File: config.mk
export PLATFORM = sky130hd
export DESIGN_NAME = spi_main
export DESIGN_NICKNAME = d
export VERILOG_FILES = /design/src/rtl/spi_pkg.sv /design/src/rtl/spi_shreg.sv /design/src/rtl/spi_main.sv
export SDC_FILE = /design/constraint.sdc
export NUM_CORES = 1
export LEC_CHECK = 0
export ABC_AREA = 0
export BUFFER_PORTS_ARGS = -buffer_cell sky130_fd_sc_hd__clkbuf_2
export CORE_UTILIZATION = 35
export CTS_BUF_LIST = sky130_fd_sc_hd__clkbuf_8
export DETAILED_ROUTE_END_ITERATION = 16
export MAX_ROUTING_LAYER = met4
export PLACE_DENSITY = 0.65
export SKIP_CTS_REPAIR_TIMING = 1
export SYNTH_ARGS = -nofsm -noshare
export SYNTH_HDL_FRONTEND = slang
export SYNTH_SLANG_ARGS = --single-unit
File: constraint.sdc
create_clock -name sclk -period 4.15 [get_ports sclk]
set_clock_uncertainty 0.05 [all_clocks]
set_input_delay 0.6225 -clock sclk [delete_from_list [all_inputs] [get_ports sclk]]
set_output_delay 0.6225 -clock sclk [all_outputs]
set_load 0.1 [all_outputs]
File: src/rtl/spi_pkg.sv
// rtl/spi_pkg.sv - shared frame geometry, opcodes and controller state encoding
package spi_pkg;

  localparam int FRAME_W = 44;
  localparam int ADDR_W  = 10;
  localparam int DATA_W  = 32;
  localparam int CNT_W   = 6;

  localparam logic [1:0] OP_RD = 2'b00;
  localparam logic [1:0] OP_WR = 2'b01;

  typedef enum logic [2:0] {
    ST_IDLE,
    ST_SHIFT,
    ST_TURN,
    ST_CAPT,
    ST_REL,
    ST_GAP
  } spi_main_state_e;

endpackage

File: src/rtl/spi_shreg.sv
// rtl/spi_shreg.sv - loadable shift register, MSB shifts out, LSB shifts in
// Only the top OUT_W bits are exposed, so each user sees exactly what it consumes.
module spi_shreg #(
  parameter int W     = 8,
  parameter int OUT_W = 1
) (
  input  logic             clk,
  input  logic             rst_n,
  input  logic             load,
  input  logic [W-1:0]     din,
  input  logic             shift,
  input  logic             sin,
  output logic [OUT_W-1:0] q
);

  logic [W-1:0] sr;

  always_ff @(posedge clk or negedge rst_n) begin
    if (!rst_n) begin
      sr <= '0;
    end else if (load) begin
      sr <= din;
    end else if (shift) begin
      sr <= {sr[W-2:0], sin};
    end
  end

  assign q = sr[W-1 -: OUT_W];

endmodule

File: src/rtl/spi_main.sv
// rtl/spi_main.sv - SPI command-frame controller; SPI_MAIN_ADDR_CHK_EN enables the address-echo check
// FSM and datapath run on the sclk rising edge; cs_n/mosi are re-timed to the falling edge.
module spi_main
  import spi_pkg::*;
#(
  parameter int TURN_CYC = 2,
  parameter int GAP_CYC  = 2
) (
  input  logic               sclk,
  input  logic               rst_n,
  input  logic               req_valid,
  output logic               req_ready,
  input  logic [1:0]         req_op,
  input  logic [ADDR_W-1:0]  req_addr,
  input  logic [DATA_W-1:0]  req_data,
  output logic               rsp_valid,
  output logic [FRAME_W-1:0] rsp_frame,
  output logic               rsp_err,
  output logic               cs_n,
  output logic               mosi,
  input  logic               miso
);

  localparam logic [CNT_W-1:0] CNT_ONE   = CNT_W'(1);
  localparam logic [CNT_W-1:0] CNT_FRAME = CNT_W'(FRAME_W - 1);
  localparam logic [CNT_W-1:0] CNT_TURN  = CNT_W'(TURN_CYC - 1);
  localparam logic [CNT_W-1:0] CNT_GAP   = CNT_W'(GAP_CYC - 1);

  spi_main_state_e    state_q, state_d;
  logic [CNT_W-1:0]   cnt_q, cnt_d;
  logic               tx_load, tx_shift, rx_shift, rsp_fire;
  logic               cs_n_d, mosi_d;
  logic               tx_msb;
  logic [FRAME_W-2:0] rx_q;
  logic [FRAME_W-1:0] rx_frame;

  always_ff @(posedge sclk or negedge rst_n) begin
    if (!rst_n) begin
      state_q <= ST_IDLE;
      cnt_q   <= '0;
    end else begin
      state_q <= state_d;
      cnt_q   <= cnt_d;
    end
  end

  always_comb begin
    state_d   = state_q;
    cnt_d     = cnt_q;
    tx_load   = 1'b0;
    tx_shift  = 1'b0;
    rx_shift  = 1'b0;
    rsp_fire  = 1'b0;
    req_ready = 1'b0;
    cs_n_d    = 1'b1;
    mosi_d    = 1'b0;
    case (state_q)
      ST_IDLE: begin
        req_ready = 1'b1;
        if (req_valid) begin
          tx_load = 1'b1;
          cnt_d   = CNT_FRAME;
          state_d = ST_SHIFT;
        end
      end
      ST_SHIFT: begin
        cs_n_d = 1'b0;
        mosi_d = tx_msb;
        if (cnt_q == '0) begin
          cnt_d   = CNT_TURN;
          state_d = ST_TURN;
        end else begin
          tx_shift = 1'b1;
          cnt_d    = cnt_q - CNT_ONE;
        end
      end
      ST_TURN: begin
        cs_n_d = 1'b0;
        if (cnt_q == '0) begin
          cnt_d   = CNT_FRAME;
          state_d = ST_CAPT;
        end else begin
          cnt_d = cnt_q - CNT_ONE;
        end
      end
      ST_CAPT: begin
        cs_n_d = 1'b0;
        // The last bit bypasses the register and lands straight in rsp_frame.
        if (cnt_q == '0) begin
          rsp_fire = 1'b1;
          state_d  = ST_REL;
        end else begin
          rx_shift = 1'b1;
          cnt_d    = cnt_q - CNT_ONE;
        end
      end
      ST_REL: begin
        cnt_d   = CNT_GAP;
        state_d = ST_GAP;
      end
      ST_GAP: begin
        if (cnt_q == '0) begin
          state_d = ST_IDLE;
        end else begin
          cnt_d = cnt_q - CNT_ONE;
        end
      end
      default: begin
        cnt_d   = '0;
        state_d = ST_IDLE;
      end
    endcase
  end

  spi_shreg #(.W(FRAME_W), .OUT_W(1)) u_tx_shreg (
    .clk   (sclk),
    .rst_n (rst_n),
    .load  (tx_load),
    .din   ({req_op, req_addr, req_data}),
    .shift (tx_shift),
    .sin   (1'b0),
    .q     (tx_msb)
  );

  spi_shreg #(.W(FRAME_W - 1), .OUT_W(FRAME_W - 1)) u_rx_shreg (
    .clk   (sclk),
    .rst_n (rst_n),
    .load  (1'b0),
    .din   ('0),
    .shift (rx_shift),
    .sin   (miso),
    .q     (rx_q)
  );

  assign rx_frame = {rx_q, miso};

  always_ff @(posedge sclk or negedge rst_n) begin
    if (!rst_n) begin
      rsp_valid <= 1'b0;
      rsp_frame <= '0;
    end else begin
      rsp_valid <= rsp_fire;
      if (rsp_fire) begin
        rsp_frame <= rx_frame;
      end
    end
  end

`ifdef SPI_MAIN_ADDR_CHK_EN
  logic [ADDR_W-1:0] addr_q;
  logic              err_q;

  always_ff @(posedge sclk or negedge rst_n) begin
    if (!rst_n) begin
      addr_q <= '0;
      err_q  <= 1'b0;
    end else begin
      if (tx_load) begin
        addr_q <= req_addr;
      end
      err_q <= rsp_fire && (rx_frame[DATA_W +: ADDR_W] != addr_q);
    end
  end

  assign rsp_err = err_q;
`else
  assign rsp_err = 1'b0;
`endif

  // Falling-edge launch gives the sampler a half period of setup on both pins.
  always_ff @(negedge sclk or negedge rst_n) begin
    if (!rst_n) begin
      cs_n <= 1'b1;
      mosi <= 1'b0;
    end else begin
      cs_n <= cs_n_d;
      mosi <= mosi_d;
    end
  end

endmodule

# == Word level (Yosys, flattened, before mapping) ==
# Index checks and enable logic that the tools add are counted.
# totals
mem_bits_rw,0
wordCells,50
ff_bits,143
memories,0
out_inout_bits,49
latch_bits,0
rom_bits,0
# op_classes
shifts,0
bitwise_logic,0
reduce_logical,7
div_mod_pow,0
order_cmp,0
mux,23
mul,0
add_sub_neg,1
n_eq_ne,11
# op_table
operator,n
$mux W44,2
$pmux W6 S5,1
$mux W6,4
$pmux W3 S6,1
$mux W3,5
$ne A2 B2 Y1 const B,6
$mux W1,10
$eq A3 B2 Y1 const B,2
$eq A3 B3 Y1 const B,2
$logic_not A6 Y1,1
$sub A6 B1 Y6 const B,1
$reduce_and A5 Y1,1
$eq A3 B1 Y1 const B,1
$logic_not A3 Y1,1
$reduce_or A3 Y1,1
$reduce_and A2 Y1,1
$reduce_bool A2 Y1,1
$reduce_or A2 Y1,1

# == Depth between registers and ports, before layout ==
# Gate-level depths: netlist (run 1).
# depth
depth_word,5
depth_mapped,8
depth_no_buf,6

# == By module ==
# From an unflattened synthesis (run 1), not the netlist that was laid out.
# hier_totals
hier_cells,560
area_unflattened_um2,6540.0
# modules_own_cells
module,cells_each,seq_area_each_um2,instances,area_per_inst_um2
spi_main,183,1402.6,1,2448.6
spi_shreg (u_tx_shreg),191,1101.1,1,2074.5
spi_shreg (u_rx_shreg),186,1076.0,1,2016.9

==> flow_summary.yaml, run 1 <==
run_status:
  status: "finished, final reports clean"
sta:
  hold_viol: 0
  slew_violations: 0
  relSlewSlack: 0.4013
  setup_viol: 0
  rsz0062_at_grt: "no"
  worst_slew_pin_slew_ps: 898.1
place:
  dpl.hpwl_um: 7280
  post_dp_cell_area_um2: 6804
  gp_congestion: 0.7853
  placed_cells_incl_taps: 757
  io_buffers: 95
global_routing:
  grt_max_degree: 88
  grt_overflow: 0
  antenna_found_initial: 0
  grt_pass1_vias: 3738
  grt_first_pass_wirelength_um: 18410
  grt_usage: 0.1354
yosys:
  synth_area_leaders: "dfrtp_1, mux2_4, mux2_2"
  synthAdderAreaFrac: 0.004040
  netlist_top_cells_count: "dfrtp_1, nor2_1, a21oi_1"
  synth.most_common_cell: "dfrtp_1"
  synth-seq-cells: 143
  synth_top_family_by_area: "multiplexers"
  avgSynthCellArea_um2: 13.41
  synth_compound_area_frac: 0.06039
  synthCells: 462
  synthArstFlopShare: 1.000
  ys.flop_type: "dfrtp_1"
  synthMuxAreaShare: 0.2521
  yosysSeqAreaShare: 0.5779
  yosys.area_share.simple: 0.06181
  yosysTopAreaCell: "dfrtp_1"
  synth_enable_flop_cells: 0
  yosys_warnings: 0
  netlist_area_um2: 6195
  ys_types: 49
  synth_xor_area_frac: 0.005655
  syn-num-nets: 512
  synth_top_area_share: 0.5696
critical_path:
  arrival_ps: 3340
  crit_family: "flip-flops"
  endpoint_kind: "output pin"
  path_max_fanout: 1
  path_cells: "clkbuf_4"
  crit_path_start_kind: "flip-flop"
  max_stage_delay_ps: 510
  r2r-start: "state_q[1]$_DFFE_PN0P_"
  crit_slowest_cell: "dfstp_2"
  startpoint: "cs_n$_DFF_NN1_"
  path_buf_inv: 1
  critPathKind: "reg -> out"
  required_ps: 3480
layout:
  diodes: 0
  area_growth_pct: 16.54
  final_layout_size_suffix_gt1_frac: 0.3996
  finalNetCount: 601
  final_core_util: 0.4174
  instances_no_fill: 788
  fin_area_um2: 7219
route:
  drc_errors: 0
  drt_iter0_markers: 122
  wl_met3_um: 779
  via_per_inst: 4.721
  route.detailed.wl_per_inst_um: 14.02
  drt-total-wl_um: 11050
  drt-pass1-iter-count: 4
  met1Wirelength_um: 5284
  dr.max_layer_used: "met4"
  vias: 3720
  dr_wl_met2_um: 4878
  drtAntennaViolNets: 0
cts:
  cts_root_buf: "clkbuf_8"
  cts_buffers: 17
  clockBufferDepth: 2
  clk_pin_slew_ps: 80
  tritoncts: "done"
  clock_sinks: 143
  htreeDepth: 4
  insertion_delay_ps: 440
pwr:
  seq_power_share: 0.392
  switching_share: 0.3972
  ir_drop_mv: 0.5428
  p_leak_nw: 3.376
  power.internal_mw: 3.047
  switchingPower_mw: 2.008
  clkPwrFrac: 0.228
  combPwrFrac: 0.380
  p_per_area_nw_per_um2: 700.2
die:
  die-area_um2: 18240
  core-area_um2: 17300
  die_y_um: 135.0
  ios: 97
  rows: 48
  fp.dieW_um: 135.0
  start_util: 0.3581
run:
  max_cap_violations: 0
worst_hold_path:
  min_path_type: "in -> async"
## sequential cells by signal, summed over array words and instances (netlist names)
signal         cells
rsp_valid          1
state_q            3
cs_n               1
cnt_q              6
mosi               1
rsp_frame         44
u_tx_shreg.sr     44
u_rx_shreg.q      43
## stage by stage
step	power, mW	worst slack, ps	setup TNS [ps]	hold WS [ps]
4_1_cts	5.129	-24.75	-24.75	304.9
3_5_place_dp	3.948	458.9	0	434.4
2_1_floorplan	3.669	453.8	0	276.9
6_report	5.055	139.8	0	338.0
3_3_place_gp	3.890	460.8	0	427.7
5_1_grt	5.386	81.17	0	315.4
## layer usage
layer,vias to the layer above,global-route usage
met5,-,-
met4,0,0.04869
met3,7,0.05480
met2,103,0.1970
met1,1818,0.1690
li1,1792,-
## cells by family (layout without fill, tap and decap cells)
kind of cell	after synthesis	after routing
AO/OA/AOI/OAI	65	65
XOR/XNOR	4	4
adder cells (fa/ha/maj)	2	2
buffers and inverters	36	137
flip-flops	143	143
multiplexers	130	130
other	1	1
AND/OR/NAND/NOR	81	81
## power by group through the flow
stage | clock (mW) | sequential, mW | combinational, mW
final | 1.15 | 1.98 | 1.92
after global placement | 0.00302 | 1.99 | 1.90
after global routing | 1.26 | 2.03 | 2.10
after detailed placement | 0.00302 | 2.01 | 1.94
after CTS | 1.20 | 1.98 | 1.95
after floorplan | 0.00302 | 2.32 | 1.35
## worst paths after layout
path                                                      to  slack (ps)  cells after the start
worst max-delay path                                    cs_n         140                      1
worst min-delay path            u_tx_shreg.sr[9]$_DFFE_PN0P_         340                      2
worst max register to register                mosi$_DFF_NN0_         840                      1
worst min register to register     rsp_frame[41]$_DFFE_PN0P_         450                      1
max in group asynchronous                     cs_n$_DFF_NN1_        1890                      1
min in group sclk               u_tx_shreg.sr[0]$_DFFE_PN0P_         350                      3
## cell usage in the layout (no fill, tap or decap), types with 2 or more instances in the layout
cell        instances
a21oi_1            46
mux2_2             45
a31oi_1             2
and2_1              3
nor2b_1             2
clkinvlp_4          3
o211ai_1            2
dfrtp_1           141
mux2_1              3
o22ai_1             2
o21ai_0             3
clkbuf_2           93
ha_1                2
bufinv_16           3
mux2_4             40
xnor2_1             3
nor3_1              5
inv_6               6
or3_1               2
buf_4               6
o21bai_1            2
clkbuf_8           17
nor2_1             50
nand2_1             7
mux2i_1            42
inv_1               4
## layout make-up
class / count / area [um^2]
Fill cell: 1635 / 10080
Sequential cell: 143 / 3580
Multi-Input combinational cell: 283 / 2397
Timing Repair Buffer: 101 / 529.3
Tap cell: 225 / 281.5
Clock buffer: 17 / 234.0
Clock inverter: 15 / 182.7
Inverter: 4 / 15.01
(Power assumes the default switching activity.)
==> run 2, diff against run 1 <==
--- a/config.mk
+++ b/config.mk
@@ -7,11 +7,12 @@
 export LEC_CHECK = 0
 export ABC_AREA = 0
 export BUFFER_PORTS_ARGS = -buffer_cell sky130_fd_sc_hd__clkbuf_2
+export CORE_ASPECT_RATIO = 1.2
 export CORE_UTILIZATION = 35
 export CTS_BUF_LIST = sky130_fd_sc_hd__clkbuf_8
 export DETAILED_ROUTE_END_ITERATION = 16
 export MAX_ROUTING_LAYER = met4
-export PLACE_DENSITY = 0.65
+export PLACE_DENSITY = 0.67
 export SKIP_CTS_REPAIR_TIMING = 1
 export SYNTH_ARGS = -nofsm -noshare
 export SYNTH_HDL_FRONTEND = slang
==> constraint.sdc (replaced) <==
create_clock -name sclk -period 3.45 [get_ports sclk]
set_clock_uncertainty 0.05 [all_clocks]
set_input_delay 0.5175 -clock sclk [delete_from_list [all_inputs] [get_ports sclk]]
set_output_delay 0.5175 -clock sclk [all_outputs]
set_load 0.1 [all_outputs]
==> flow_summary.yaml, run 2 (synthesis results as in run 1) <==
place:
  gp_congestion: 0.8723
  post_dp_cell_area_um2: 6838
  io_buffers: 95
  placed_cells_incl_taps: 750
  dpl.hpwl_um: 7587
cts:
  insertion_delay_ps: 430
  clk_pin_slew_ps: 70
  cts_root_buf: "clkbuf_8"
  clock_sinks: 143
  clockBufferDepth: 2
  htreeDepth: 4
  cts_buffers: 17
  tritoncts: "done"
critical_path:
  crit_slowest_cell: "dfstp_2"
  critPathKind: "reg -> out"
  max_stage_delay_ps: 530
  endpoint_kind: "output pin"
  path_max_fanout: 1
  r2r-start: "state_q[2]$_DFFE_PN0P_"
  required_ps: 2880
  path_buf_inv: 1
  startpoint: "cs_n$_DFF_NN1_"
  crit_family: "flip-flops"
  path_cells: "buf_12"
  crit_path_start_kind: "flip-flop"
  arrival_ps: 2860
die:
  fp.dieW_um: 123.4
  ios: 97
  start_util: 0.3620
  die_y_um: 147.7
  core-area_um2: 17110
  rows: 52
  die-area_um2: 18240
layout:
  finalNetCount: 604
  instances_no_fill: 782
  seq_area_um2: 3580
  final_common_cell: "dfrtp_1"
  multiInputGateArea_um2: 2397
  final_cell_mix: "dfrtp_1, clkbuf_2, nor2_1"
  fin_area_um2: 7258
  final_layout_size_suffix_gt1_frac: 0.4011
  num-fill-cells: 1573
  diodes: 0
  area_growth_pct: 17.17
global_routing:
  antenna_found_initial: 0
  grt_usage: 0.1364
  grt_first_pass_wirelength_um: 18850
  grt_overflow: 0
  grt_pass1_vias: 3948
  grt_max_degree: 88
sta:
  hold_slack_ps: 233.2
  setup_viol: 0
  relSlewSlack: 0.3597
  rsz0062_at_grt: "yes"
  slew_violations: 0
  worst_slew_pin_slew_ps: 960.4
  hold_viol: 0
route:
  drt-pass1-iter-count: 4
  route.detailed.wl_per_inst_um: 14.48
  drtAntennaViolNets: 0
  via_per_inst: 4.820
  vias: 3769
  drt_iter0_markers: 178
  drc_errors: 0
  drt-total-wl_um: 11320
worst_hold_path:
  min_from: "req_data[0]"
  min_path_type: "in -> reg"
pwr:
  power.internal_mw: 3.720
  p_leak_nw: 3.400
  switching_share: 0.3905
  switchingPower_mw: 2.383
  combPwrFrac: 0.394
  clkPwrFrac: 0.220
  seq_power_share: 0.386
  ir_drop_mv: 0.3630
  p_per_area_nw_per_um2: 840.8
run_status:
  status: "finished, final reports clean"
run:
  max_cap_violations: 0
-- run 2: worst min-delay path: stages --
cell      delay [ps]
clkbuf_2          80
nand2_1           30
o21ai_0           50
-- run 2: layout make-up --
type                       instances  area share
inverter                           4    0.002069
tap                              216     0.03723
clock inverter                    10     0.01534
clock buffer                      22     0.04172
sequential                       143      0.4932
timing repair buffer             104     0.08016
multi-input combinational        283      0.3303
-- run 2: metal layers --
metal  up-vias  wire length (um)  global-route usage
met5         -                 0                   -
met4         0               172             0.05301
met3        13               736             0.03935
met2       106              5381              0.2162
met1      1850              5030              0.1625
li1       1800                 -                   -
-- run 2: final timing paths --
check	end	slack, ps	cells after the start
worst max-delay path	cs_n	20	1
worst min-delay path	u_tx_shreg.sr[0]$_DFFE_PN0P_	230	3
worst max register to register	mosi$_DFF_NN0_	600	1
worst min register to register	rsp_frame[14]$_DFFE_PN0P_	440	1
max in group asynchronous	cs_n$_DFF_NN1_	1020	2
min in group asynchronous	state_q[1]$_DFFE_PN0P_	400	2
-- run 2: through the flow --
step             util  total power, mW  setup WS [ps]  TNS [ps]
3_5_place_dp   0.3996            4.825          464.4         0
2_1_floorplan       -            4.413          30.15         0
3_3_place_gp   0.3996            4.736          465.5         0
6_report       0.4242            6.102          18.56         0
5_1_grt        0.4242            6.494         -35.24    -35.24
4_1_cts        0.4236            6.192         -9.017    -9.017
-- run 2: power groups by stage --
| stage | clock [mW] | combinational (mW) | sequential, mW |
|---|---|---|---|
| 2_1_floorplan | 0.00363 | 1.62 | 2.79 |
| 3_5_place_dp | 0.00363 | 2.43 | 2.39 |
| 3_3_place_gp | 0.00363 | 2.36 | 2.37 |
| 6_report | 1.34 | 2.40 | 2.36 |
| 4_1_cts | 1.39 | 2.44 | 2.36 |
| 5_1_grt | 1.46 | 2.62 | 2.42 |
